**src/rtl/gyro_pkg.sv**
```systemverilog
// Shared definitions for the gyro feedback path: FSM state encoding, default V2pi, FSM helpers.
// Latency: n/a (package only).
// Backpressure: n/a (package only).
package gyro_pkg;

    // Feedback controller state encoding (visible on o_state)
    typedef enum logic [1:0] {
        ST_OFF = 2'd0,
        ST_ARM = 2'd1,
        ST_RUN = 2'd2
    } state_e;

    // V2pi amplitude used until the first non-zero request is loaded
    localparam int V2PI_RST_DEF = 5000;

    // Next-state function. Dropping fb_on wins over a same-cycle trigger.
    function automatic state_e fsm_next(input state_e cur, input logic fb_on, input logic trig);
        state_e nxt;
        nxt = cur;
        case (cur)
            ST_OFF:  if (fb_on) nxt = ST_ARM;
            ST_ARM:  if (!fb_on) nxt = ST_OFF; else if (trig) nxt = ST_RUN;
            ST_RUN:  if (!fb_on) nxt = ST_OFF;
            default: nxt = ST_OFF;
        endcase
        return nxt;
    endfunction

    // True when this cycle performs a ladder/ramp update
    function automatic logic upd_fire(input state_e cur, input logic fb_on, input logic trig);
        return ((cur == ST_ARM) || (cur == ST_RUN)) && fb_on && trig;
    endfunction

endpackage

```
**src/rtl/sat_signed.sv**
```systemverilog
// Saturating signed truncation IN_W -> OUT_W with a clamp flag.
// Latency: combinational.
// Backpressure: none.
// Ports: i_val (IN_W signed) in; o_val (OUT_W signed) out; o_sat out, high when i_val was clamped.
module sat_signed #(
    parameter int IN_W  = 33,
    parameter int OUT_W = 16
) (
    input  logic signed [IN_W-1:0]  i_val,
    output logic signed [OUT_W-1:0] o_val,
    output logic                    o_sat
);

    // Representable range of the narrow type, expressed at the wide width
    localparam logic signed [IN_W-1:0] MAX_V = {{(IN_W-OUT_W+1){1'b0}}, {(OUT_W-1){1'b1}}};
    localparam logic signed [IN_W-1:0] MIN_V = {{(IN_W-OUT_W+1){1'b1}}, {(OUT_W-1){1'b0}}};

    always_comb begin
        o_val = i_val[OUT_W-1:0];
        o_sat = 1'b0;
        if (i_val > MAX_V) begin
            o_val = MAX_V[OUT_W-1:0];
            o_sat = 1'b1;
        end else if (i_val < MIN_V) begin
            o_val = MIN_V[OUT_W-1:0];
            o_sat = 1'b1;
        end
    end

endmodule

```
**src/rtl/phase_ramp_ctrl.sv**
```systemverilog
// Serrodyne phase-ramp controller: integrates loop step into a 2pi-reset ladder, adds bias mod for the DAC.
// Latency: 1 cycle from i_trig to updated outputs and o_valid / wrap / clamp pulses.
// Backpressure: none; every trigger is consumed, back-to-back triggers give one update per cycle.
// Ports: i_clk, i_rst_n (async active-low); i_trig, i_step, i_v2pi, i_fb_on, i_mod, i_cnt_clr in;
//        o_ladderWave, o_phaseRamp, o_valid, o_wrap_p, o_wrap_n, o_wrap_cnt, o_step_clamp, o_sat, o_state out.
module phase_ramp_ctrl
    import gyro_pkg::*;
#(
    parameter int OUTPUT_BIT = 16,
    parameter int ACC_BIT    = 32,
    parameter int CNT_BIT    = 24,
    parameter int V2PI_RST   = V2PI_RST_DEF
) (
    input  logic                         i_clk,
    input  logic                         i_rst_n,
    input  logic                         i_trig,
    input  logic signed [ACC_BIT-1:0]    i_step,
    input  logic        [ACC_BIT-1:0]    i_v2pi,
    input  logic                         i_fb_on,
    input  logic signed [OUTPUT_BIT-1:0] i_mod,
    input  logic                         i_cnt_clr,
    output logic signed [OUTPUT_BIT-1:0] o_ladderWave,
    output logic signed [OUTPUT_BIT-1:0] o_phaseRamp,
    output logic                         o_valid,
    output logic                         o_wrap_p,
    output logic                         o_wrap_n,
    output logic signed [CNT_BIT-1:0]    o_wrap_cnt,
    output logic                         o_step_clamp,
    output logic                         o_sat,
    output logic [1:0]                   o_state
);

    // One guard bit over the accumulator so L + step and the 2*V2pi terms never overflow
    localparam int W = ACC_BIT + 1;
    typedef logic signed [W-1:0] acc_t;

    state_e                       state_q, state_d;
    acc_t                         ladder_q, ladder_d;
    logic        [ACC_BIT-1:0]    v2pi_q, v2pi_d;
    logic signed [OUTPUT_BIT-1:0] lad_out_q, lad_out_d;
    logic signed [OUTPUT_BIT-1:0] ramp_out_q, ramp_out_d;
    logic                         valid_q, valid_d;
    logic                         wrap_p_q, wrap_p_d;
    logic                         wrap_n_q, wrap_n_d;
    logic                         clamp_q, clamp_d;
    logic                         sat_q, sat_d;
    logic signed [CNT_BIT-1:0]    cnt_q, cnt_d;

    // Datapath uses the currently active V2pi; a new request only takes effect after the trigger
    acc_t v2pi_s, v2pi_2x, v2pi_neg, lim, lim_neg;
    acc_t step_x, stepc, sum, lad_next, ramp_raw, ramp_w;
    logic step_clamped, step_pos, step_neg, wp_c, wn_c;
    logic signed [OUTPUT_BIT-1:0] lad_sat, ramp_sat;
    logic lad_sat_f, ramp_sat_f;
    logic upd;

    assign v2pi_s   = $signed({1'b0, v2pi_q});
    assign v2pi_2x  = v2pi_s <<< 1;
    assign v2pi_neg = -v2pi_s;
    assign lim      = v2pi_s - acc_t'(1);
    assign lim_neg  = -lim;
    assign step_x   = acc_t'(i_step);

    // Symmetric step clamp to +/-(V2pi-1) so a single wrap always brings L back in range
    always_comb begin
        stepc        = step_x;
        step_clamped = 1'b0;
        if (step_x > lim) begin
            stepc        = lim;
            step_clamped = 1'b1;
        end else if (step_x < lim_neg) begin
            stepc        = lim_neg;
            step_clamped = 1'b1;
        end
    end

    assign step_pos = !stepc[W-1] && (stepc != '0);
    assign step_neg = stepc[W-1];
    assign sum      = ladder_q + stepc;

    // Ladder 2pi reset: the wrap direction follows the step sign, so a zero step never wraps
    always_comb begin
        lad_next = sum;
        wp_c     = 1'b0;
        wn_c     = 1'b0;
        if (step_pos && (sum >= v2pi_s)) begin
            lad_next = sum - v2pi_2x;
            wp_c     = 1'b1;
        end else if (step_neg && (sum <= v2pi_neg)) begin
            lad_next = sum + v2pi_2x;
            wn_c     = 1'b1;
        end
    end

    // Ramp is built from the pre-update ladder; its wrap is symmetric and independent of step
    assign ramp_raw = ladder_q + acc_t'(i_mod);

    always_comb begin
        ramp_w = ramp_raw;
        if (ramp_raw > v2pi_s) begin
            ramp_w = ramp_raw - v2pi_2x;
        end else if (ramp_raw < v2pi_neg) begin
            ramp_w = ramp_raw + v2pi_2x;
        end
    end

    sat_signed #(.IN_W(W), .OUT_W(OUTPUT_BIT)) u_sat_ladder (
        .i_val (lad_next),
        .o_val (lad_sat),
        .o_sat (lad_sat_f)
    );

    sat_signed #(.IN_W(W), .OUT_W(OUTPUT_BIT)) u_sat_ramp (
        .i_val (ramp_w),
        .o_val (ramp_sat),
        .o_sat (ramp_sat_f)
    );

    assign upd = upd_fire(state_q, i_fb_on, i_trig);

    always_comb begin
        state_d    = fsm_next(state_q, i_fb_on, i_trig);
        ladder_d   = ladder_q;
        v2pi_d     = v2pi_q;
        lad_out_d  = lad_out_q;
        ramp_out_d = ramp_out_q;
        sat_d      = sat_q;
        valid_d    = 1'b0;
        wrap_p_d   = 1'b0;
        wrap_n_d   = 1'b0;
        clamp_d    = 1'b0;

        if (upd) begin
            ladder_d   = lad_next;
            lad_out_d  = lad_sat;
            ramp_out_d = ramp_sat;
            sat_d      = lad_sat_f | ramp_sat_f;
            valid_d    = 1'b1;
            wrap_p_d   = wp_c;
            wrap_n_d   = wn_c;
            clamp_d    = step_clamped;
        end else if ((state_q == ST_OFF) || !i_fb_on) begin
            // OFF, or leaving ARM/RUN: ladder parked at zero, ramp follows the bias modulation
            ladder_d   = '0;
            lad_out_d  = '0;
            ramp_out_d = i_mod;
            sat_d      = 1'b0;
        end else if (state_q == ST_ARM) begin
            ramp_out_d = i_mod;
        end

        // V2pi tracks the request freely while OFF, only at trigger instants otherwise; zero means keep
        if (((state_q == ST_OFF) || i_trig) && (i_v2pi != '0)) begin
            v2pi_d = i_v2pi;
        end

        cnt_d = cnt_q;
        if (i_cnt_clr) begin
            cnt_d = '0;
        end else if (wrap_p_d) begin
            cnt_d = cnt_q + CNT_BIT'(1);
        end else if (wrap_n_d) begin
            cnt_d = cnt_q - CNT_BIT'(1);
        end
    end

    always_ff @(posedge i_clk or negedge i_rst_n) begin
        if (!i_rst_n) begin
            state_q    <= ST_OFF;
            ladder_q   <= '0;
            v2pi_q     <= ACC_BIT'(V2PI_RST);
            lad_out_q  <= '0;
            ramp_out_q <= '0;
            valid_q    <= 1'b0;
            wrap_p_q   <= 1'b0;
            wrap_n_q   <= 1'b0;
            clamp_q    <= 1'b0;
            sat_q      <= 1'b0;
            cnt_q      <= '0;
        end else begin
            state_q    <= state_d;
            ladder_q   <= ladder_d;
            v2pi_q     <= v2pi_d;
            lad_out_q  <= lad_out_d;
            ramp_out_q <= ramp_out_d;
            valid_q    <= valid_d;
            wrap_p_q   <= wrap_p_d;
            wrap_n_q   <= wrap_n_d;
            clamp_q    <= clamp_d;
            sat_q      <= sat_d;
            cnt_q      <= cnt_d;
        end
    end

    assign o_ladderWave = lad_out_q;
    assign o_phaseRamp  = ramp_out_q;
    assign o_valid      = valid_q;
    assign o_wrap_p     = wrap_p_q;
    assign o_wrap_n     = wrap_n_q;
    assign o_wrap_cnt   = cnt_q;
    assign o_step_clamp = clamp_q;
    assign o_sat        = sat_q;
    assign o_state      = state_q;

endmodule

```
**config.mk**
```make
export PLATFORM = sky130hd
export DESIGN_NAME = phase_ramp_ctrl
export DESIGN_NICKNAME = d
export VERILOG_FILES = /design/src/rtl/gyro_pkg.sv /design/src/rtl/sat_signed.sv /design/src/rtl/phase_ramp_ctrl.sv
export SDC_FILE = /design/constraint.sdc
export NUM_CORES = 1
export LEC_CHECK = 0
export BUFFER_PORTS_ARGS = -buffer_cell sky130_fd_sc_hd__buf_2
export CORE_MARGIN = 3
export CORE_UTILIZATION = 49
export CTS_BUF_LIST = sky130_fd_sc_hd__clkbuf_8
export DETAILED_ROUTE_END_ITERATION = 7
export GPL_ROUTABILITY_DRIVEN = 0
export HOLD_SLACK_MARGIN = 0.03
export PLACE_DENSITY = 0.7
export SLEW_MARGIN = 5
export SYNTH_ARGS = -nofsm -noshare
export SYNTH_HDL_FRONTEND = slang
export SYNTH_SLANG_ARGS = --single-unit
```
**constraint.sdc**
```tcl
create_clock -name i_clk -period 41.7 [get_ports i_clk]
set_clock_uncertainty 0.15 [all_clocks]
set_input_delay 4.17 -clock i_clk [delete_from_list [all_inputs] [get_ports i_clk]]
set_output_delay 4.17 -clock i_clk [all_outputs]
set_load 0.01 [all_outputs]
```
Yosys cells after proc, flatten, opt, wreduce, memory -nomap -nowiden
Cells that the tools add are included.
{"block": "classes", "add_sub_neg": 11, "n_lt_le_gt_ge": 10, "eq_ne": 5, "n_mux": 40, "n_bitwise": 1, "reduce_logical": 18}
{"cell": "33-bit 2-to-1 mux", "n": 8}
{"cell": "16-bit 2-to-1 mux", "n": 9}
{"cell": "33-bit adder", "n": 3}
{"cell": "24-bit 2-to-1 mux", "n": 3}
{"cell": "33-bit by 16-bit > comparator with 1-bit output (second input constant)", "n": 2}
{"cell": "33-bit by 16-bit < comparator with 1-bit output (second input constant)", "n": 2}
{"cell": "33-bit subtractor", "n": 2}
{"cell": "33-bit by 16-bit adder with 33-bit output", "n": 1}
{"cell": "33-bit greater-or-equal comparator", "n": 1}
{"cell": "32-bit by 33-bit > comparator with 1-bit output", "n": 1}
{"cell": "33-bit > comparator", "n": 1}
{"cell": "33-bit less-or-equal comparator", "n": 1}
{"cell": "32-bit by 33-bit < comparator with 1-bit output", "n": 1}
{"cell": "33-bit < comparator", "n": 1}
{"cell": "32-bit negation with 33-bit output", "n": 1}
{"cell": "33-bit negation", "n": 1}
{"cell": "33-bit nonzero test", "n": 1}
{"cell": "32-bit by 1-bit subtractor with 33-bit output (second input constant)", "n": 1}
{"cell": "32-bit nonzero test", "n": 1}
{"cell": "24-bit by 2-bit adder with 24-bit output (second input constant)", "n": 1}
{"cell": "24-bit by 2-bit subtractor with 24-bit output (second input constant)", "n": 1}
{"cell": "1-bit 2-to-1 mux", "n": 15}
{"cell": "2-bit 2-to-1 mux", "n": 4}
{"cell": "1-bit logical AND", "n": 6}
{"cell": "12 further kinds", "n": 17}
{"block": "word_totals", "reg_bits": 128}

Depth between registers and ports, before layout
Gate-level depths: netlist of the first run.
{"block": "logic_depth", "ltp_word": 15, "mapped_depth": 70, "mapped_depth_nobuf": 65}

Modules after synthesis
Synthesis of the first run repeated with hierarchy kept, for this count alone.
{"block": "hier_totals", "hier_cells": 2956, "hier_area_um2": 23025.8}
{"mod": "phase_ramp_ctrl", "instances": 1, "cells_each": 2890, "area_per_inst_um2": 22542.9, "seq_area_each_um2": 3209.3}
{"mod": "sat_signed", "instances": 2, "cells_each": 33, "area_per_inst_um2": 241.5, "seq_area_each_um2": 0.0}

Worst setup path after synthesis of the first run
OpenSTA, ideal clock, no wires.
{"block": "synth_path", "path_kind": "input port to flip-flop", "startpoint": "in i_step[18]", "endpoint": "reg cnt_q[22], in the netlist o_wrap_cnt[22]", "setup_ns": 0.101, "arrival_ns": 14.415, "path_slack_ns": 27.034, "path_stages": 53, "path_buffers": 2, "cell_sequence": "ha_1 -> a21o_1 -> a21o_1 -> a221o_1 -> o21ai_0 -> a31oi_1 -> nor2_1 -> clkbuf_1 -> mux2i_1 -> o2bb2ai_1 -> ha_1 -> and2_1 -> a221oi_1 -> o41ai_1 -> a22oi_1 -> and3_1 -> nor2_1 -> a21oi_1 -> [17 not listed] -> ha_1 -> nor2b_1 -> o21ai_0 -> a21boi_0 -> o21ai_0 -> a21boi_0 -> o21ai_0 -> a21oi_1 -> o21ai_0 -> a21oi_1 -> o21a_1 -> o31a_1 -> o211ai_1 -> a21oi_1 -> nor2_1 -> a21oi_1 -> and3_1 -> nor4_1"}
{"block": "synth_between", "elab_chain_len": 10, "elab_cells_between_ends": 20, "classes_between": "1 x add/sub; 4 x order compare; 9 x mux; 6 x reduce/logical"}
{"item": "start: declaration", "line_no": "phase_ramp_ctrl.sv:17", "source": "input logic signed [ACC_BIT-1:0] i_step,"}
{"item": "32-bit by 33-bit < comparator with 1-bit output", "line_no": "phase_ramp_ctrl.sv:71", "source": "end else if (step_x < lim_neg) begin"}
{"item": "33-bit 2-to-1 mux", "line_no": "phase_ramp_ctrl.sv:71"}
{"item": "33-bit 2-to-1 mux (*)", "line_no": "phase_ramp_ctrl.sv:68", "source": "if (step_x > lim) begin"}
{"item": "33-bit adder (tied with other cells)", "line_no": "phase_ramp_ctrl.sv:79", "source": "assign sum = ladder_q + stepc;"}
{"item": "33-bit less-or-equal comparator (tied with other cells)", "line_no": "phase_ramp_ctrl.sv:89", "source": "end else if (step_neg && (sum <= v2pi_neg)) begin"}
{"item": "1-bit logical AND (on tied branches)", "line_no": "phase_ramp_ctrl.sv:89, phase_ramp_ctrl.sv:86"}
{"item": "1-bit 2-to-1 mux (on tied branches)", "line_no": "phase_ramp_ctrl.sv:89, phase_ramp_ctrl.sv:86"}
{"item": "1-bit 2-to-1 mux (on tied branches)", "line_no": "phase_ramp_ctrl.sv:86, phase_ramp_ctrl.sv:133"}
{"item": "1-bit 2-to-1 mux or 24-bit 2-to-1 mux (tied branches)", "line_no": "phase_ramp_ctrl.sv:133, phase_ramp_ctrl.sv:160"}
{"item": "3-bit nonzero test (no source line) or 24-bit 2-to-1 mux (tied branches)"}
{"item": "end signal: assignment", "line_no": "phase_ramp_ctrl.sv:191", "source": "cnt_q <= cnt_d;"}
{"item": "end: declaration", "line_no": "phase_ramp_ctrl.sv:47", "source": "logic signed [CNT_BIT-1:0] cnt_q, cnt_d;"}
Mark *: on every way between the ends. The rest lies on a longest branch, timed or not.
A chain may end at the register's enable or synchronous reset.

Final worst setup path of the first run
{"block": "layout_path", "startpoint": "reg v2pi_q[1]", "endpoint": "reg cnt_q[22], in the netlist o_wrap_cnt[22]"}
{"block": "layout_between", "elab_chain_len": 12, "elab_cells_between_ends": 23, "classes_between": "4 x add/sub; 4 x order compare; 9 x mux; 6 x reduce/logical"}
{"item": "start: declaration", "line_no": "phase_ramp_ctrl.sv:39", "source": "logic [ACC_BIT-1:0] v2pi_q, v2pi_d;"}
{"item": "start signal: assignment", "line_no": "phase_ramp_ctrl.sv:171", "source": "v2pi_q <= ACC_BIT'(V2PI_RST);"}
{"item": "start signal: assignment", "line_no": "phase_ramp_ctrl.sv:183", "source": "v2pi_q <= v2pi_d;"}
{"item": "32-bit by 1-bit subtractor with 33-bit output", "line_no": "phase_ramp_ctrl.sv:60", "source": "assign lim = v2pi_s - acc_t'(1);"}
{"item": "33-bit negation", "line_no": "phase_ramp_ctrl.sv:61", "source": "assign lim_neg = -lim;"}
{"item": "32-bit by 33-bit < comparator with 1-bit output", "line_no": "phase_ramp_ctrl.sv:71"}
{"item": "33-bit 2-to-1 mux", "line_no": "phase_ramp_ctrl.sv:71"}
{"item": "33-bit 2-to-1 mux", "line_no": "phase_ramp_ctrl.sv:68"}
{"item": "33-bit adder (tied with other cells)", "line_no": "phase_ramp_ctrl.sv:79"}
{"item": "33-bit less-or-equal comparator (tied with other cells)", "line_no": "phase_ramp_ctrl.sv:89"}
{"item": "1-bit logical AND (on tied branches)", "line_no": "phase_ramp_ctrl.sv:89, phase_ramp_ctrl.sv:86"}
{"item": "1-bit 2-to-1 mux (on tied branches)", "line_no": "phase_ramp_ctrl.sv:89, phase_ramp_ctrl.sv:86"}
{"item": "1-bit 2-to-1 mux (on tied branches)", "line_no": "phase_ramp_ctrl.sv:86, phase_ramp_ctrl.sv:133"}
{"item": "1-bit 2-to-1 mux or 24-bit 2-to-1 mux (tied branches)", "line_no": "phase_ramp_ctrl.sv:133, phase_ramp_ctrl.sv:160"}
{"item": "3-bit nonzero test (no source line) or 24-bit 2-to-1 mux (tied branches)"}
Several ways; a longest one is shown, not always the timed one.

==> out/qor.csv, run 1 <==
metric,value,unit
unique cell type count in the Yosys netlist,99,
Synth Flop Type,dfrtp_1,
Wirelength per Cell,22.6,um
worst min-delay path class,flip-flop to flip-flop,
# resized after CTS,0,
critical path arrival,17270,ps
Synth top area share,0.219,
die area,50400,sq um
final hold vios,0,
Placement Setup Slack,25200,ps
Post-synth EDFFs,0,
Pre-antenna DRT Iters,8,
post-synthesis cell area,23400,sq um
Synth Register Bits,128,
"commonest non-fill, non-tap cell in the layout",ha_1,
Slew Limit Fails,0,
IO Port Bufs,147,
Crit path top cell by count,a21oi_1,
startpoint types,flip-flop,
Async SR Flop Fraction,1.00,
"Seq/Total Area, Yosys",0.137,
setup_tns,0,ps
dpl hpwl,67.7,mm
NumNets Final,3637,
YS warnings,0,
routed vias,24925,
initial DRC count,2698,
Routed WL,85.0,mm
Setup crit end kind,flip-flop,
row count,79,
Required @ worst endpoint,42010,ps
Vias/cell,6.64,
Critical Path Fanout Max,34,
GRT Overall Usage,0.329,
Final ANT Viol Nets,0,
Slew @ Worst Pin,1170,ps
Hold Slack,332,ps
pin count of the biggest net entering global routing,69,
initial antenna violation count,2,
first-pass GRT wire length,132,mm
Mapped Cells,3042,
placeable core region,46900,sq um
H-Tree Depth,4,
Slew HR,0.214,
highest clock rate,0.0590,GHz
synthesized area per cell,7.68,sq um
final setup margin,24740,ps
Synth area leader,ha_1,
unrepaired setup endpoints after global routing,false,
post-CTS setup buffers,0,
clock root cell,clkbuf_8,
gr ovfl total,0,
crit path kind,flip-flop to flip-flop,
clock sinks,128,
fin crit share,0.407,
IO Count,148,
layout cells sized above 1,0.102,
# hold bufs at CTS,0,
Die Y,224,um
vias in the first global route,23958,
clock slew at reported path FFs,100,ps
fin util,0.538,
CP max-delay cell,nor2b_1,
Setup Viol. Count Final,0,
max-cap violations,0,
"commonest cells after routing, fill and taps aside","ha_1 (410), nor2_1 (257), a21oi_1 (249)",
Max clock buf depth,2,
minimum clock period,16960,ps
TritonCTS clock tree,yes,
Skew-Pair Late Insertion Delay,580,ps
DR DRC count,0,
crit-path max cell delay,800,ps
layout overhead on the synthesized area,7.75,%
CTS buffer count,17,
overall die width,224,um
Mapped Nets,3544,
status,"finished, final reports clean",
Initial Util,0.499,
synth top area cells,"ha_1 (22%), dfrtp_1 (13%), a21oi_1 (5.4%)",
[path summary, 6_finish.rpt]
path / depth (start not counted) / endpoint / slack, ps / startpoint
max reg2reg: 60 / o_wrap_cnt[22] / 24740 / v2pi_q[1]
max in group asynchronous: 2 / o_phaseRamp[1] / 36540 / i_rst_n
min in group asynchronous: 1 / ladder_q[16] / 3440 / i_rst_n
max: 60 / o_wrap_cnt[22] / 24740 / v2pi_q[1]
min reg2reg: 2 / o_phaseRamp[12] / 330 / o_phaseRamp[12]
min: 2 / o_phaseRamp[12] / 330 / o_phaseRamp[12]
[cells by family after synthesis]
logic type | count (synthesis) | share of synthesized area
xor gates and xnor gates | 128 | 0.0489
adders and majority gates | 417 | 0.225
and+or+nand+nor | 1008 | 0.219
DFF | 128 | 0.137
muxes | 53 | 0.0245
AOI/OAI and AO/OA | 1023 | 0.297
buffers and inverters | 285 | 0.0476
[sequential cells by signal (all words and copies together) (netlist names), 2 cells and up]
register and count:
o_phaseRamp 16, v2pi_q 32, o_state 2, o_wrap_cnt 24
o_ladderWave 16, ladder_q 33
[metal layers]
metal  vias up  routed length [um]  GRT usage
li1      11651                   -          -
met1     11615               34000      0.413
met2      1331               37700      0.523
met3       326                7070     0.0569
met4         2                6230      0.215
met5         -                  13          0
[cell usage after synthesis (18+ instances only)]
master and n:
ha_1 410, nor2_1 258, a21oi_1 251, nand2_1 230
inv_1 168, o21ai_0 154, dfrtp_1 123, a21o_1 114
xnor2_1 107, nor3_1 85, clkbuf_1 83, nand3_1 71
nand4_1 61, a211oi_1 48, nor2b_1 48, and2_1 42
o21a_1 42, o21bai_1 42, a31oi_1 38, nor4_1 35
mux2_2 34, nand2b_1 34, and3_1 32, a22oi_1 31
o31ai_1 30, a22o_1 28, o22ai_1 26, or3_1 25
o211ai_1 23, mux2i_1 19, xor2_1 18
[per-stage QoR]
step                      cells  area [sq um]
after global routing       3755         25200
final                      3756         25200
after detailed placement   3723         24800
after floorplan            3042         23400
after global placement     3723         24800
after CTS                  3755         25200
[final cells by class]
class	instances	area, sq um
repair buffers	185	1030
well taps	607	759
clock buffers	17	234
fillers	4510	21700
diodes	1	2.50
clock inverters	15	175
multi-input cells	2629	19100
inverters	174	653
flip-flops and latches	128	3210
[worst max-delay path, delay by kind of cell (launching register included)]
family / cells / cell delay [ps]
xor+xnor: 3 / 910
fa+ha+maj: 5 / 2060
compound gates: 28 / 6230
simple gates: 21 / 6070
buf+inv: 3 / 760
flops: 1 / 620
Power of run 1 is not shown: default switching activity piles up to over one toggle a cycle in this logic, so the estimate is an artifact.
==> inputs of run 2 (changes only) <==
==> constraint.sdc (replaced) <==
create_clock -name i_clk -period 17.38 [get_ports i_clk]
set_clock_uncertainty 0.15 [all_clocks]
set_input_delay 1.738 -clock i_clk [delete_from_list [all_inputs] [get_ports i_clk]]
set_output_delay 1.738 -clock i_clk [all_outputs]
set_load 0.01 [all_outputs]
==> out/qor.csv, run 2 (synthesis results as in run 1) <==
metric,value,unit,change
fin crit share,0.903,,+0.497
Pre-antenna DRT Iters,6,,-2
DR DRC count,0,,unchanged
NumNets Final,3636,,-0.027%
initial DRC count,2750,,+1.9%
setup_tns,0,ps,unchanged
minimum clock period,15700,ps,-1260 ps
pin count of the biggest net entering global routing,76,,+10%
fin util,0.538,,about the same
gr ovfl total,0,,unchanged
routed vias,25334,,+1.6%
Slew HR,0.218,,+0.00390
clock slew at reported path FFs,100,ps,about the same
IO Port Bufs,147,,unchanged
Biggest register,ladder_q,,
row count,79,,unchanged
Required @ worst endpoint,17710,ps,-24300 ps
clock root cell,clkbuf_8,,
overall die width,224,um,unchanged
Slew @ Worst Pin,1170,ps,-5.82 ps
placeable core region,46900,sq um,unchanged
unrepaired setup endpoints after global routing,false,,
hold_sp,o_phaseRamp[10],,
critical path arrival,16030,ps,-1240 ps
Setup crit end kind,flip-flop,,
highest clock rate,0.0637,GHz,+8.0%
CP max-delay cell,o41ai_1,,
"reg-to-reg slack, setup",1680,ps,-23060 ps
dpl hpwl,68.5,mm,+1.2%
worst reg2reg path depth,60,,unchanged
status,"finished, final reports clean",,
Critical Path Fanout Max,34,,unchanged
layout cells sized above 1,0.103,,+0.000668
max-cap violations,0,,unchanged
Skew-Pair Late Insertion Delay,570,ps,about the same
worst min-delay path class,flip-flop to flip-flop,,
Placement Setup Slack,1270,ps,-23940 ps
Initial Util,0.499,,unchanged
TritonCTS clock tree,yes,,
"commonest cells after routing, fill and taps aside","ha_1 (410), nor2_1 (257), a21oi_1 (249)",,
Non-Filler Instances,3755,,-0.027%
vias in the first global route,23981,,+0.096%
initial antenna violation count,3,,+1
H-Tree Depth,4,,unchanged
Die Y,224,um,unchanged
WHS Path Cells,2,,unchanged
Max clock buf depth,2,,unchanged
final hold vios,0,,unchanged
R2R Path End,o_wrap_cnt[22],,
Wirelength per Cell,23.1,um,+2.2%
startpoint types,flip-flop,,
Vias/cell,6.75,,+1.7%
crit path kind,flip-flop to flip-flop,,
Setup Viol. Count Final,0,,unchanged
WHS Endpoint,o_phaseRamp[10],,
Crit path top cell by count,a21oi_1,,
origin of the critical flop-to-flop path,v2pi_q[1],,
layout overhead on the synthesized area,7.76,%,about the same
Routed WL,86.8,mm,+2.2%
CTS buffer count,17,,unchanged
Slew Limit Fails,0,,unchanged
IO Count,148,,unchanged
final setup margin,1680,ps,-23060 ps
dpl cells,3722,,-0.027%
first-pass GRT wire length,133,mm,+1.3%
max FFs per register,33,,unchanged
die area,50400,sq um,unchanged
crit-path max cell delay,720,ps,-80 ps
"commonest non-fill, non-tap cell in the layout",ha_1,,
Final ANT Viol Nets,0,,unchanged
GRT Overall Usage,0.334,,+0.00483
clock sinks,128,,unchanged
run 2: worst max-delay path by stage:
stage                          from              to  slack, ps  depth (start not counted)
after global routing      v2pi_q[1]  o_wrap_cnt[22]        220                         60
after global placement    v2pi_q[1]  o_wrap_cnt[22]       1910                         62
after floorplan           v2pi_q[1]  o_wrap_cnt[22]       4150                         66
after detailed placement  v2pi_q[1]  o_wrap_cnt[22]       1270                         60
final                     v2pi_q[1]  o_wrap_cnt[22]       1680                         60
after CTS                 v2pi_q[1]  o_wrap_cnt[22]       1250                         60
run 2: layout make-up:
class / instances / area (sq um)
fill: 4427 / 21700
multi-input combinational: 2629 / 19100
sequential: 128 / 3210
timing repair buffer: 184 / 1020
tap: 607 / 759
inverter: 174 / 653
clock buffer: 18 / 248
clock inverter: 14 / 165
antenna: 1 / 2.50
run 2: per-stage QoR:
step,cell area [sq um],hold slack [ps]
after floorplan,23400,329
final,25200,341
after CTS,25200,343
after global placement,24800,306
after detailed placement,24800,316
after global routing,25200,354
run 2: timing repair:
item | in CTS | in global routing
hold buffers | 0 | 0
gates resized for setup | 0 | 3
setup endpoints to repair | 0 | 8
buffers inserted | 0 | 0
run 2: critical path: cells and delay by family, from the launching register on:
family / cells / cell delay [ps]
buffers and inverters: 3 / 700
flip-flops: 1 / 590
adder cells (fa/ha/maj): 5 / 1830
AND/OR/NAND/NOR: 21 / 5330
AO/OA/AOI/OAI: 28 / 6070
XOR/XNOR: 3 / 910
run 2: layer usage:
layer	global-route usage	part of all wire	vias up
li1	-	-	11642
met3	0.0684	0.089	406
met5	0	0.00013	-
met1	0.415	0.40	11790
met2	0.522	0.44	1494
met4	0.227	0.078	2
Power of run 2 is left out for the same reason.
